<file path="src/rtl/rt_32b_dcnt_pkg.sv">
// Shared constants and state encoding for the 32-bit down-counting timer.
package rt_cnt_pkg;
  localparam int SEG_W = 8;
  localparam int NSEG  = 4;
  localparam int CNT_W = SEG_W * NSEG;

  typedef enum logic {
    IDLE = 1'b0,
    RUN  = 1'b1
  } rt_dcnt_st_e;
endpackage

</file>
<file path="src/rtl/rt_32b_dcnt_if.sv">
// Load handshake, control and status bundle of the down-counting timer.
interface rt_32b_dcnt_if #(parameter int CNT_W = rt_cnt_pkg::CNT_W);
  logic             rt_i_ce;
  logic             rt_i_load_vld;
  logic             rt_o_load_rdy;
  logic [CNT_W-1:0] rt_i_load_val;
  logic             rt_i_auto;
  logic             rt_i_stop;
  logic [CNT_W-1:0] rt_o_cnt;
  logic             rt_o_busy;
  logic             rt_o_expire;

  modport master (
    output rt_i_ce, rt_i_load_vld, rt_i_load_val, rt_i_auto, rt_i_stop,
    input  rt_o_load_rdy, rt_o_cnt, rt_o_busy, rt_o_expire
  );

  modport slave (
    input  rt_i_ce, rt_i_load_vld, rt_i_load_val, rt_i_auto, rt_i_stop,
    output rt_o_load_rdy, rt_o_cnt, rt_o_busy, rt_o_expire
  );
endinterface

</file>
<file path="src/rtl/rt_32b_dcnt_seg.sv">
// One down-counting segment; wraps 0 -> all-ones when it borrows.
module rt_dcnt_seg #(
  parameter int SEG_W = 8
) (
  input  logic             i_clk,
  input  logic             i_rst_n,
  input  logic             i_load,
  input  logic [SEG_W-1:0] i_load_val,
  input  logic             i_dec,
  output logic [SEG_W-1:0] o_val,
  output logic             o_zero
);
  logic [SEG_W-1:0] r_val;

  always_ff @(posedge i_clk) begin
    if (!i_rst_n)    r_val <= '0;
    else if (i_load) r_val <= i_load_val;
    else if (i_dec)  r_val <= r_val - SEG_W'(1);
  end

  assign o_val  = r_val;
  assign o_zero = (r_val == '0);
endmodule

</file>
<file path="src/rtl/rt_32b_dcnt.sv">
// Loadable down-counting timer: segment cascade, IDLE/RUN control, reload and expire.
module rt_32b_dcnt #(
  parameter int SEG_W = 8,
  parameter int NSEG  = 4
) (
  input logic         rt_i_clk,
  input logic         rt_i_rst_n,
  rt_32b_dcnt_if.slave bus
);
  import rt_cnt_pkg::rt_dcnt_st_e;
  import rt_cnt_pkg::IDLE;
  import rt_cnt_pkg::RUN;

  localparam int CNT_W = SEG_W * NSEG;

  rt_dcnt_st_e      r_state;
  logic [CNT_W-1:0] r_reload;
  logic             r_auto;
  logic             r_expire;

  logic [NSEG-1:0]  w_zero;
  logic [NSEG-1:0]  w_dec_en;
  logic [CNT_W-1:0] w_cnt;
  logic [CNT_W-1:0] w_ld_val;
  logic             w_idle, w_run, w_tick, w_all_zero;
  logic             w_accept, w_term, w_dec, w_seg_load;

  assign w_idle     = (r_state == IDLE);
  assign w_run      = (r_state == RUN);
  assign w_all_zero = &w_zero;
  assign w_accept   = w_idle & bus.rt_i_load_vld & rt_i_rst_n;
  // stop outranks a terminal tick, so it is folded into the tick itself
  assign w_tick     = w_run & bus.rt_i_ce & ~bus.rt_i_stop;
  assign w_term     = w_tick & w_all_zero;
  assign w_dec      = w_tick & ~w_all_zero;
  assign w_seg_load = w_accept | (w_term & r_auto);
  assign w_ld_val   = w_idle ? bus.rt_i_load_val : r_reload;

  // each segment borrows only when every lower segment is already zero
  for (genvar k = 0; k < NSEG; k++) begin : g_seg
    if (k == 0) begin : g_lsb
      assign w_dec_en[k] = w_dec;
    end else begin : g_upper
      assign w_dec_en[k] = w_dec & (&w_zero[k-1:0]);
    end

    rt_dcnt_seg #(.SEG_W(SEG_W)) u_seg (
      .i_clk      (rt_i_clk),
      .i_rst_n    (rt_i_rst_n),
      .i_load     (w_seg_load),
      .i_load_val (w_ld_val[k*SEG_W +: SEG_W]),
      .i_dec      (w_dec_en[k]),
      .o_val      (w_cnt[k*SEG_W +: SEG_W]),
      .o_zero     (w_zero[k])
    );
  end

  always_ff @(posedge rt_i_clk) begin
    if (!rt_i_rst_n) begin
      r_state  <= IDLE;
      r_reload <= '0;
      r_auto   <= 1'b0;
      r_expire <= 1'b0;
    end else begin
      r_expire <= w_term;
      case (r_state)
        IDLE: begin
          if (w_accept) begin
            r_state  <= RUN;
            r_reload <= bus.rt_i_load_val;
            r_auto   <= bus.rt_i_auto;
          end
        end
        RUN: begin
          if (bus.rt_i_stop)          r_state <= IDLE;
          else if (w_term && !r_auto) r_state <= IDLE;
        end
        default: r_state <= IDLE;
      endcase
    end
  end

  assign bus.rt_o_load_rdy = w_idle & rt_i_rst_n;
  assign bus.rt_o_busy     = w_run;
  assign bus.rt_o_cnt      = w_cnt;
  assign bus.rt_o_expire   = r_expire;
endmodule

</file>
<file path="src/flat_wrapper.sv">
// flat-port wrapper written by rule: the top's interface ports become plain ports
module rt_32b_dcnt_flat import rt_cnt_pkg::rt_dcnt_st_e; import rt_cnt_pkg::IDLE; import rt_cnt_pkg::RUN;
#(
  parameter int SEG_W = 8,
  parameter int NSEG  = 4
)
  (rt_i_clk, rt_i_rst_n, bus_rt_i_ce, bus_rt_i_load_vld, bus_rt_i_load_val, bus_rt_i_auto, bus_rt_i_stop, bus_rt_o_load_rdy, bus_rt_o_cnt, bus_rt_o_busy, bus_rt_o_expire);
  rt_32b_dcnt_if bus_i ();
  input logic rt_i_clk;
  input logic rt_i_rst_n;
  input wire logic [$bits(bus_i.rt_i_ce)-1:0] bus_rt_i_ce;
  input wire logic [$bits(bus_i.rt_i_load_vld)-1:0] bus_rt_i_load_vld;
  input wire logic [$bits(bus_i.rt_i_load_val)-1:0] bus_rt_i_load_val;
  input wire logic [$bits(bus_i.rt_i_auto)-1:0] bus_rt_i_auto;
  input wire logic [$bits(bus_i.rt_i_stop)-1:0] bus_rt_i_stop;
  output wire logic [$bits(bus_i.rt_o_load_rdy)-1:0] bus_rt_o_load_rdy;
  output wire logic [$bits(bus_i.rt_o_cnt)-1:0] bus_rt_o_cnt;
  output wire logic [$bits(bus_i.rt_o_busy)-1:0] bus_rt_o_busy;
  output wire logic [$bits(bus_i.rt_o_expire)-1:0] bus_rt_o_expire;
  assign bus_i.rt_i_ce = bus_rt_i_ce;
  assign bus_i.rt_i_load_vld = bus_rt_i_load_vld;
  assign bus_i.rt_i_load_val = bus_rt_i_load_val;
  assign bus_i.rt_i_auto = bus_rt_i_auto;
  assign bus_i.rt_i_stop = bus_rt_i_stop;
  assign bus_rt_o_load_rdy = bus_i.rt_o_load_rdy;
  assign bus_rt_o_cnt = bus_i.rt_o_cnt;
  assign bus_rt_o_busy = bus_i.rt_o_busy;
  assign bus_rt_o_expire = bus_i.rt_o_expire;
  rt_32b_dcnt #(.SEG_W(SEG_W), .NSEG(NSEG)) u_core (.rt_i_clk(rt_i_clk), .rt_i_rst_n(rt_i_rst_n), .bus(bus_i));
endmodule
</file>
<file path="config.mk">
export PLATFORM = sky130hd
export DESIGN_NAME = rt_32b_dcnt_flat
export DESIGN_NICKNAME = d
export VERILOG_FILES = /design/src/rtl/rt_32b_dcnt_pkg.sv /design/src/rtl/rt_32b_dcnt_if.sv /design/src/rtl/rt_32b_dcnt_seg.sv /design/src/rtl/rt_32b_dcnt.sv /design/src/flat_wrapper.sv
export SDC_FILE = /design/constraint.sdc
export NUM_CORES = 1
export LEC_CHECK = 0
export BUFFER_PORTS_ARGS = -buffer_cell sky130_fd_sc_hd__buf_4
export CORE_MARGIN = 4
export CORE_UTILIZATION = 35
export CTS_BUF_LIST = sky130_fd_sc_hd__clkbuf_16
export CTS_CLUSTER_DIAMETER = 100
export DETAILED_ROUTE_END_ITERATION = 10
export GPL_ROUTABILITY_DRIVEN = 0
export HOLD_SLACK_MARGIN = 0.08
export SYNTH_ARGS = -nofsm -noshare
export SYNTH_HDL_FRONTEND = slang
export SYNTH_SLANG_ARGS = --single-unit
</file>
<file path="constraint.sdc">
create_clock -name rt_i_clk -period 2.75 [get_ports rt_i_clk]
set_input_delay 0.55 -clock rt_i_clk [delete_from_list [all_inputs] [get_ports rt_i_clk]]
set_output_delay 0.55 -clock rt_i_clk [all_outputs]
set_load 0.02 [all_outputs]
</file>
==> results.md <==
- Status: finished clean
- Worst-margin pin slew: 623 ps
- Synth Instances: 439
- Max-Cap Viols: 0
- Inserted Diodes: 0
- Post-CTS sizing: 0
- Reg-to-Reg Start: u_core.g_seg[3].u_seg.o_val[0]
- Final critical-path required period: 2370 ps
- Mapped Nets: 482
- CTS buffer count: 9
- CP Capture Type: register
- Die Span X: 110 um
- Most frequent cells in the layout: buf_4 (86), nand2_1 (76), dfxtp_1 (67)
- Global-route wire length before repair: 15.7 mm
- Die Ht: 110 um
- Global Route Usage Sum: 16.7%
- Sequential fraction of the synthesis area: 36.8%
- Post-CTS setup buffers: 0
- Fillers: 995
- Max VDD drop: 0.000319 V
- Grt ovf: 0
- Largest net degree at the start of global routing: 69
- Seq cells post-synth: 67
- CORE AREA: 0.00995 mm^2
- Root Buffer: clkbuf_16
- CP startpoint: u_core.g_seg[3].u_seg.o_val[0]
- Die area: 0.0121 mm^2
- Ys Warns: 0
- Commonest non-fill, non-tap cell in the layout: buf_4
- P_leak: 1.81 nW
- Hold_sp: bus_rt_i_load_val[4]
- Critical path arrival: 2580 ps
- Cell Area, Synth: 0.00364 mm^2
- Post-DP HPWL: 7.15 mm
- Final period utilization: 86.0%
- Final Hold Viols: 0
- Clk sinks: 67
- Initial antenna violation count: 0
- RSZ-0062 raised after global routing: false
- Final std cells w/o fill: 642
- Htree depth: 3
- Final Slew Violations: 0
- Synthesized area per cell: 8.30 um^2
- Sequential cell area: 0.00134 mm^2
- Area occupied by multi-input gates: 0.00214 mm^2
- Bufs on Longest Clock Path: 2
- Via density: 5.26
- PwrDens: 616 mW/mm^2
- Top Ports: 73
- Vias in the first global route: 3194
- Initial Utilization: 36.6%
- DRC: 0
- Total Wirelength: 9.75 mm
- DR vias: 3378
- Ys async rst share: 0%
- Nets: 548
- Final Skew: 4.34 ps
- Netlist cell types: 55
- Clk slew on worst S/H paths: 50 ps
- Detail Route Antenna Nets: 0
- Post-synth EDFFs: 0
- Final setup fails: 0
- Worst Setup Path Type: reg2reg
- Worst Path Required: 2970 ps
- FP Rows: 36
- # hold bufs at CTS: 0
- WL per Instance: 15.2 um
- 1st-pass router iterations: 4
- Headroom to the max-slew limit: 58.4%
- CTS tree: yes
- Fmax achieved: 423 MHz
- Critical path fanouts, max: 7
- Initial DRC count: 166
- Worst setup SP type: register
- Port buffer count: 72
- Later-pin clock latency in the skew report: 330 ps
- TNS Setup: 0 ps
- Worst min path class: in2reg
- Layout area overhead: 26.4%
- Layout cells sized above 1: 28.9%
- Placed insts: 627
- Most used DFF post-synth: dfxtp_1
-- per-stage QoR --
step                worst slack (ps)  area, um^2  util, %  hold slack [ps]  power (mW)
floorplan                        511        3640        -              432        1.54
global placement                 520        4330     43.5              440        1.76
detailed placement               415        4330     43.5              448        1.77
CTS                              385        4610     46.3              416        2.86
global route                     217        4610     46.3              429        2.98
finish                           384        4610     46.3              424        2.84
-- flip-flops by register name, summed over array words and instances (netlist names) --
register / flops
u_core.g_seg.u_seg.o_val: 32
u_core.bus.rt_o_busy: 1
u_core.r_reload: 32
u_core.r_auto: 1
u_core.bus.rt_o_expire: 1
-- synth_stat cells, types with 4 or more instances --
cell type | n | share of area (%)
or3_1 | 5 | 0.86
dfxtp_1 | 67 | 37
nand4_1 | 14 | 2.4
nor2_1 | 8 | 0.82
o21ai_0 | 62 | 8.5
mux2i_1 | 6 | 1.6
nor4_1 | 5 | 0.86
nand2_1 | 76 | 7.8
xnor2_1 | 9 | 2.2
nand3_1 | 5 | 0.69
xor2_1 | 8 | 1.9
mux2_2 | 31 | 9.6
o211ai_1 | 4 | 0.82
inv_1 | 11 | 1.1
nor3_1 | 9 | 1.2
clkbuf_1 | 22 | 2.3
ha_1 | 5 | 1.7
nor3b_1 | 6 | 1.2
a21oi_1 | 25 | 3.4
buf_2 | 5 | 0.69
a31oi_1 | 6 | 1.0
-- path summary, 6_finish.rpt --
check / end / slack [ps] / cells after the start
max: u_core.g_seg[0].u_seg.o_val[1] / 380 / 7
min reg2reg: u_core.r_reload[4] / 450 / 2
max reg2reg: u_core.g_seg[0].u_seg.o_val[1] / 380 / 7
min: u_core.r_reload[4] / 420 / 3
-- critical path: stages, from the launching register on --
cell and delay [ps]:
dfxtp_1 330, inv_1 100, ha_1 210, or4b_4 510, nor4_4 550, a21oi_4 180, mux2i_1 150, o211a_1 210
-- area by class of cell --
type,count,share of cell area [%]
multi-input combinational,330,46.4
sequential,67,29.1
timing repair buffer,86,14.0
clock buffer,9,4.89
tap,133,3.61
clock inverter,6,1.09
inverter,11,0.896
-- logic make-up after synthesis --
kind of cell             count (synthesis)  share of synthesized area (%)
AND/OR/NAND/NOR                        155                           23.0
AO/OA/AOI/OAI                          116                           18.6
flip-flops                              67                           36.8
buffers and inverters                   42                           4.60
multiplexers                            37                           11.2
XOR/XNOR                                17                           4.09
adder cells (fa/ha/maj)                  5                           1.72
-- power by group --
part / switching (mW) / internal, mW / total (mW)
registers: 0.0762 / 1.05 / 1.12
logic: 0.342 / 0.282 / 0.624
clock network: 0.406 / 0.681 / 1.09
-- layer usage --
layer / up-vias / GRT usage [%] / share of wire, %
met5: - / 0 / 0
met4: 0 / 6.68 / 2.2
met3: 17 / 4.48 / 6.4
met2: 82 / 24.4 / 44
met1: 1561 / 23.2 / 48
li1: 1718 / - / -
Power figures use the tool's default switching activity.
